[src/rtl/inst_encoder.sv]
// RV32I instruction encoder: packs field-level descriptions into machine words and
// writes legal ones to consecutive instruction-memory addresses; illegal ones set a sticky error.
module inst_encoder #(
  parameter int unsigned ADDR_W    = 10,
  parameter int unsigned DEPTH     = 1024,
  parameter int unsigned BASE_ADDR = 0
) (
  input  logic              clk,
  input  logic              rst_n,
  input  logic              start,
  input  logic              in_valid,
  output logic              in_ready,
  input  logic [2:0]        in_kind,
  input  logic [4:0]        in_rd,
  input  logic [4:0]        in_rs1,
  input  logic [4:0]        in_rs2,
  input  logic [2:0]        in_funct3,
  input  logic              in_alt,
  input  logic [31:0]       in_imm,
  output logic              wr_en,
  output logic [ADDR_W-1:0] wr_addr,
  output logic [31:0]       wr_data,
  output logic [ADDR_W:0]   count,
  output logic              full,
  output logic              err,
  output logic [1:0]        err_code
);

  typedef enum logic [2:0] {
    K_LOAD    = 3'd0,
    K_STORE   = 3'd1,
    K_OP      = 3'd2,
    K_BRANCH  = 3'd3,
    K_OPIMM   = 3'd4,
    K_JAL     = 3'd5,
    K_JALR    = 3'd6,
    K_ILLEGAL = 3'd7
  } kind_e;

  typedef enum logic [1:0] {
    E_NONE  = 2'd0,
    E_FIELD = 2'd1,
    E_RANGE = 2'd2,
    E_ALIGN = 2'd3
  } err_e;

  localparam logic [6:0] OPC_LOAD   = 7'b0000011;
  localparam logic [6:0] OPC_STORE  = 7'b0100011;
  localparam logic [6:0] OPC_OP     = 7'b0110011;
  localparam logic [6:0] OPC_BRANCH = 7'b1100011;
  localparam logic [6:0] OPC_OPIMM  = 7'b0010011;
  localparam logic [6:0] OPC_JAL    = 7'b1101111;
  localparam logic [6:0] OPC_JALR   = 7'b1100111;

  localparam logic [ADDR_W-1:0] BASE  = ADDR_W'(BASE_ADDR);
  localparam logic [ADDR_W:0]   LIMIT = (ADDR_W + 1)'(DEPTH);

  logic              wr_en_q;
  logic [ADDR_W-1:0] wr_addr_q;
  logic [31:0]       wr_data_q;
  logic [ADDR_W:0]   count_q;
  logic              err_q;
  err_e              err_code_q;

  kind_e             kind;
  logic signed [31:0] imm_s;
  logic              i_ok, b_ok, j_ok;
  logic              bad_field, bad_range, bad_align;
  logic [31:0]       word_d;
  err_e              err_d;
  logic              fire;

  assign kind  = kind_e'(in_kind);
  assign imm_s = $signed(in_imm);
  assign i_ok  = (imm_s >= -32'sd2048)    && (imm_s <= 32'sd2047);
  assign b_ok  = (imm_s >= -32'sd4096)    && (imm_s <= 32'sd4094);
  assign j_ok  = (imm_s >= -32'sd1048576) && (imm_s <= 32'sd1048574);

  always_comb begin
    word_d    = '0;
    bad_field = 1'b0;
    bad_range = 1'b0;
    bad_align = 1'b0;
    unique case (kind)
      K_LOAD: begin
        word_d    = {in_imm[11:0], in_rs1, in_funct3, in_rd, OPC_LOAD};
        bad_field = (in_funct3 == 3'b011) || (in_funct3 == 3'b110) || (in_funct3 == 3'b111);
        bad_range = !i_ok;
      end
      K_STORE: begin
        word_d    = {in_imm[11:5], in_rs2, in_rs1, in_funct3, in_imm[4:0], OPC_STORE};
        bad_field = (in_funct3 >= 3'b011);
        bad_range = !i_ok;
      end
      K_OP: begin
        word_d    = {1'b0, in_alt, 5'b0, in_rs2, in_rs1, in_funct3, in_rd, OPC_OP};
        bad_field = in_alt && (in_funct3 != 3'b000) && (in_funct3 != 3'b101);
      end
      K_BRANCH: begin
        word_d    = {in_imm[12], in_imm[10:5], in_rs2, in_rs1, in_funct3,
                     in_imm[4:1], in_imm[11], OPC_BRANCH};
        bad_field = (in_funct3 == 3'b010) || (in_funct3 == 3'b011);
        bad_align = in_imm[0];
        bad_range = !b_ok;
      end
      K_OPIMM: begin
        // Shifts carry funct7 in the upper immediate bits and only a 5-bit shamt.
        if ((in_funct3 == 3'b001) || (in_funct3 == 3'b101)) begin
          word_d    = {1'b0, in_alt, 5'b0, in_imm[4:0], in_rs1, in_funct3, in_rd, OPC_OPIMM};
          bad_field = in_alt && (in_funct3 == 3'b001);
          bad_range = |in_imm[31:5];
        end else begin
          word_d    = {in_imm[11:0], in_rs1, in_funct3, in_rd, OPC_OPIMM};
          bad_range = !i_ok;
        end
      end
      K_JAL: begin
        word_d    = {in_imm[20], in_imm[10:1], in_imm[11], in_imm[19:12], in_rd, OPC_JAL};
        bad_align = in_imm[0];
        bad_range = !j_ok;
      end
      K_JALR: begin
        word_d    = {in_imm[11:0], in_rs1, in_funct3, in_rd, OPC_JALR};
        bad_field = (in_funct3 != 3'b000);
        bad_range = !i_ok;
      end
      K_ILLEGAL: begin
        bad_field = 1'b1;
      end
      default: begin
        bad_field = 1'b1;
      end
    endcase
  end

  always_comb begin
    if (bad_field)      err_d = E_FIELD;
    else if (bad_align) err_d = E_ALIGN;
    else if (bad_range) err_d = E_RANGE;
    else                err_d = E_NONE;
  end

  assign full     = (count_q == LIMIT);
  assign in_ready = ~full & ~start;
  assign fire     = in_valid & in_ready;

  always_ff @(posedge clk) begin
    if (!rst_n) begin
      wr_en_q    <= 1'b0;
      wr_addr_q  <= '0;
      wr_data_q  <= '0;
      count_q    <= '0;
      err_q      <= 1'b0;
      err_code_q <= E_NONE;
    end else begin
      wr_en_q <= 1'b0;
      if (start) begin
        count_q    <= '0;
        err_q      <= 1'b0;
        err_code_q <= E_NONE;
      end else if (fire) begin
        if (err_d == E_NONE) begin
          wr_en_q   <= 1'b1;
          wr_addr_q <= BASE + count_q[ADDR_W-1:0];
          wr_data_q <= word_d;
          count_q   <= count_q + 1'b1;
        end else begin
          err_q <= 1'b1;
          if (!err_q) err_code_q <= err_d;
        end
      end
    end
  end

  assign wr_en    = wr_en_q;
  assign wr_addr  = wr_addr_q;
  assign wr_data  = wr_data_q;
  assign count    = count_q;
  assign err      = err_q;
  assign err_code = err_code_q;

endmodule

[config.mk]
export PLATFORM = sky130hd
export DESIGN_NAME = inst_encoder
export DESIGN_NICKNAME = d
export VERILOG_FILES = /design/src/rtl/inst_encoder.sv
export SDC_FILE = /design/constraint.sdc
export NUM_CORES = 1
export LEC_CHECK = 0
export ABC_AREA = 1
export CORE_MARGIN = 2
export CORE_UTILIZATION = 35
export CTS_BUF_LIST = sky130_fd_sc_hd__clkbuf_16
export CTS_CLUSTER_DIAMETER = 200
export CTS_CLUSTER_SIZE = 40
export DETAILED_ROUTE_END_ITERATION = 10
export HOLD_SLACK_MARGIN = 0.15
export PLACE_DENSITY = 0.65
export SETUP_SLACK_MARGIN = 0.02
export SKIP_LAST_GASP = 1
export SLEW_MARGIN = 25
export SYNTH_ARGS = -nofsm -noshare
export SYNTH_HDL_FRONTEND = slang
export SYNTH_SLANG_ARGS = --single-unit
export TNS_END_PERCENT = 30
[constraint.sdc]
create_clock -name clk -period 2.45 [get_ports clk]
set_clock_uncertainty 0.15 [all_clocks]
set_input_delay 0.245 -clock clk [delete_from_list [all_inputs] [get_ports clk]]
set_output_delay 0.245 -clock clk [all_outputs]
set_load 0.03 [all_outputs]
==> out/qor.txt, run 1 <==
status -> complete, no violations
Syn Inst Count -> 520
io pins -> 117
pwr dens -> 440.4 nW/µm²
Worst slew margin -> 74.60%
ANT nets after route -> 0
sequential element share of the synthesized area -> 34.51%
worst setup margin -> 0.1336 ns
CTS root buf -> clkbuf_16
dpl ws -> -0.1597 ns
FF/Latch Area -> 1121 µm²
Antenna diodes -> 0
core area -> 9109 µm²
Hold Vio Cnt, Final -> 0
Leak -> 2.007 nW
Synthesis Warnings -> 0
1st-iter DRT viols -> 142
Synth top area share -> 34.51%
IO buf count -> 116
initial antenna violation count -> 0
Max Clk Rate -> 431.7 MHz
# Max-Cap Violations -> 0
# DRC -> 0
initial core utilization -> 35.66%
CP Max Fanout -> 18
CTS tree -> yes
share of cells above drive strength 1 -> 8.994%
total CTS buffers -> 5
drt wl/cell -> 13.19 µm
largest net degree at the start of global routing -> 37
Final #Nets -> 715
RSZ-0062 raised after global routing -> true
Routed WL -> 10120 µm
Die X -> 100.3 µm
Tot Pwr -> 2.148 mW
First-pass DRT Iterations -> 5
Post-Syn Area per Cell -> 6.246 µm²
footprint of the multi-input gates -> 1814 µm²
Setup Buffers After CTS -> 0
setup TNS -> 0 ns
Worst-Margin Slew -> 0.3805 ns
total gr overflow -> 0
Clock transition at path regs -> 0.07 ns
Setup crit end kind -> flop
final setup violation count -> 0
Tmin final -> 2.316 ns
routed vias/inst -> 4.885
Tot GR Track Use -> 20.12%
hold_buf cts -> 0
vias in the first global route -> 3508
Layout Utilization -> 53.53%
row count -> 35
CP Class -> in2reg
Die Y -> 100.3 µm
Netlist cell types -> 30
first-pass GRT wire length -> 16450 µm
CTS H-tree depth -> 2
syn nets -> 580
Vias -> 3747
mapped cell area -> 3248 µm²
VDD IR max -> 0.0002851 V
CP Data Arrival Time -> 2.35 ns
Num Clock Sinks -> 56
worst skew pair latency -> 0.30 ns
Critical Path Source Type -> input pin
required time worst endpoint -> 2.49 ns
area leader, netlist -> dfxtp_1
HP Class -> in2reg
period utilization -> 94.55%
filler cell count -> 927
gpl congestion -> 0.8467
die area -> 10070 µm²
dpl hpwl -> 8005 µm
Seq cells post-synth -> 56
Pins Over Slew Limit -> 0
Layout area overhead -> 50.12%
Synth area leaders -> dfxtp_1, nand2_1, nor2_1
clk buf depth -> 2
==> logic make-up after synthesis <==
group / count (synthesis) / synth area share (%)
AOI/OAI and AO/OA: 88 / 14.06
buffers and inverters: 74 / 10.71
xor gates and xnor gates: 6 / 1.618
and+or+nand+nor: 294 / 38.33
DFF: 56 / 34.51
adders and majority gates: 2 / 0.7703
==> registers in the layout, summed over array words and instances, names as in the netlist <==
| signal | flops |
|---|---|
| wr_data | 31 |
| wr_en | 1 |
| count | 11 |
| err_code | 2 |
| err | 1 |
| wr_addr | 10 |
==> metal layers <==
layer	share of wire, %	track usage, %	up-vias
met2	49	35.05	104
li1	-	-	1927
met4	1.4	4.742	0
met5	0	0	-
met1	44	26.20	1704
met3	5.0	2.994	12
==> layout by cell type, fill, tap and decap left out, types with 6 or more instances in the layout <==
cell type / count
a21oi_1: 44
buf_4: 26
clkbuf_16: 6
clkdlybuf4s50_1: 113
dfxtp_1: 56
inv_1: 53
nand2_1: 155
nand3_1: 26
nand4_1: 8
nor2_1: 79
nor2_2: 7
nor3_1: 7
o21ai_0: 27
o21ai_1: 9
==> cell usage after synthesis, drive strengths merged <==
cell	n
nand2	157
nor2	87
dfxtp	56
inv	56
a21oi	46
o21ai	36
nand3	30
buf	13
nand4	9
nor3	7
clkbuf	5
o22ai	5
xor2	5
and2	2
ha	2
nand3b	1
nor4	1
o21a	1
xnor2	1
==> what timing repair did <==
action / CTS / global route
hold endpoints to repair: 0 / 0
gates cloned: 0 / 1
gates resized for setup: 1 / 7
endpoints found under the setup margin: 1 / 46
pin swaps: 0 / 0
==> metrics by stage <==
step,instances,hold slack [ns],instance area (µm²)
after floorplan,520,0.2331,3266
after global placement,758,0.3023,4683
after detailed placement,758,0.3048,4683
after CTS,766,0.3141,4828
after global routing,767,0.2047,4876
final,767,0.1518,4876
==> path summary, 6_finish.rpt <==
check	cells past startpoint	slack, ns	endpoint	from
worst max-delay path	15	0.13	wr_addr[7]$_SDFFE_PN0P_	in_imm[4]
worst min-delay path	3	0.15	wr_data[25]$_SDFFE_PN0P_	in_imm[5]
worst max register to register	11	0.35	wr_addr[7]$_SDFFE_PN0P_	count[0]$_SDFFE_PP0P_
worst min register to register	2	0.31	wr_data[23]$_SDFFE_PN0P_	wr_data[23]$_SDFFE_PN0P_
==> report_power, final <==
group	switching, mW	total [mW]	internal [mW]
clock network	0.332	0.713	0.381
logic	0.264	0.486	0.222
registers	0.0142	0.948	0.934
==> final cells by class <==
cell class,count,share of cell area (%)
clock buffers,5,2.566
clock inverters,3,0.4362
inverters,56,4.311
multi-input cells,390,37.21
flip-flops and latches,56,22.99
well taps,111,2.848
repair buffers,146,29.64
==> critical path, stage by stage <==
cell	delay (ns)
clkdlybuf4s50_1	0.57
nand2_1	0.09
nor2_2	0.17
nand2_1	0.09
nor2_1	0.11
nand2_1	0.07
nand3_1	0.08
nand2_1	0.06
nand2_1	0.13
nand4_4	0.16
inv_2	0.08
nand2_2	0.10
clkbuf_16	0.21
nor2_1	0.12
nor2_1	0.06
No activity file was read; power rests on OpenSTA's default activity.
==> run 2, diff against run 1 <==
CTS_CLUSTER_SIZE = not set   (was 40)
==> results of run 2 <==
No change in the layout: final DEF, timing and power equal those of run 1.
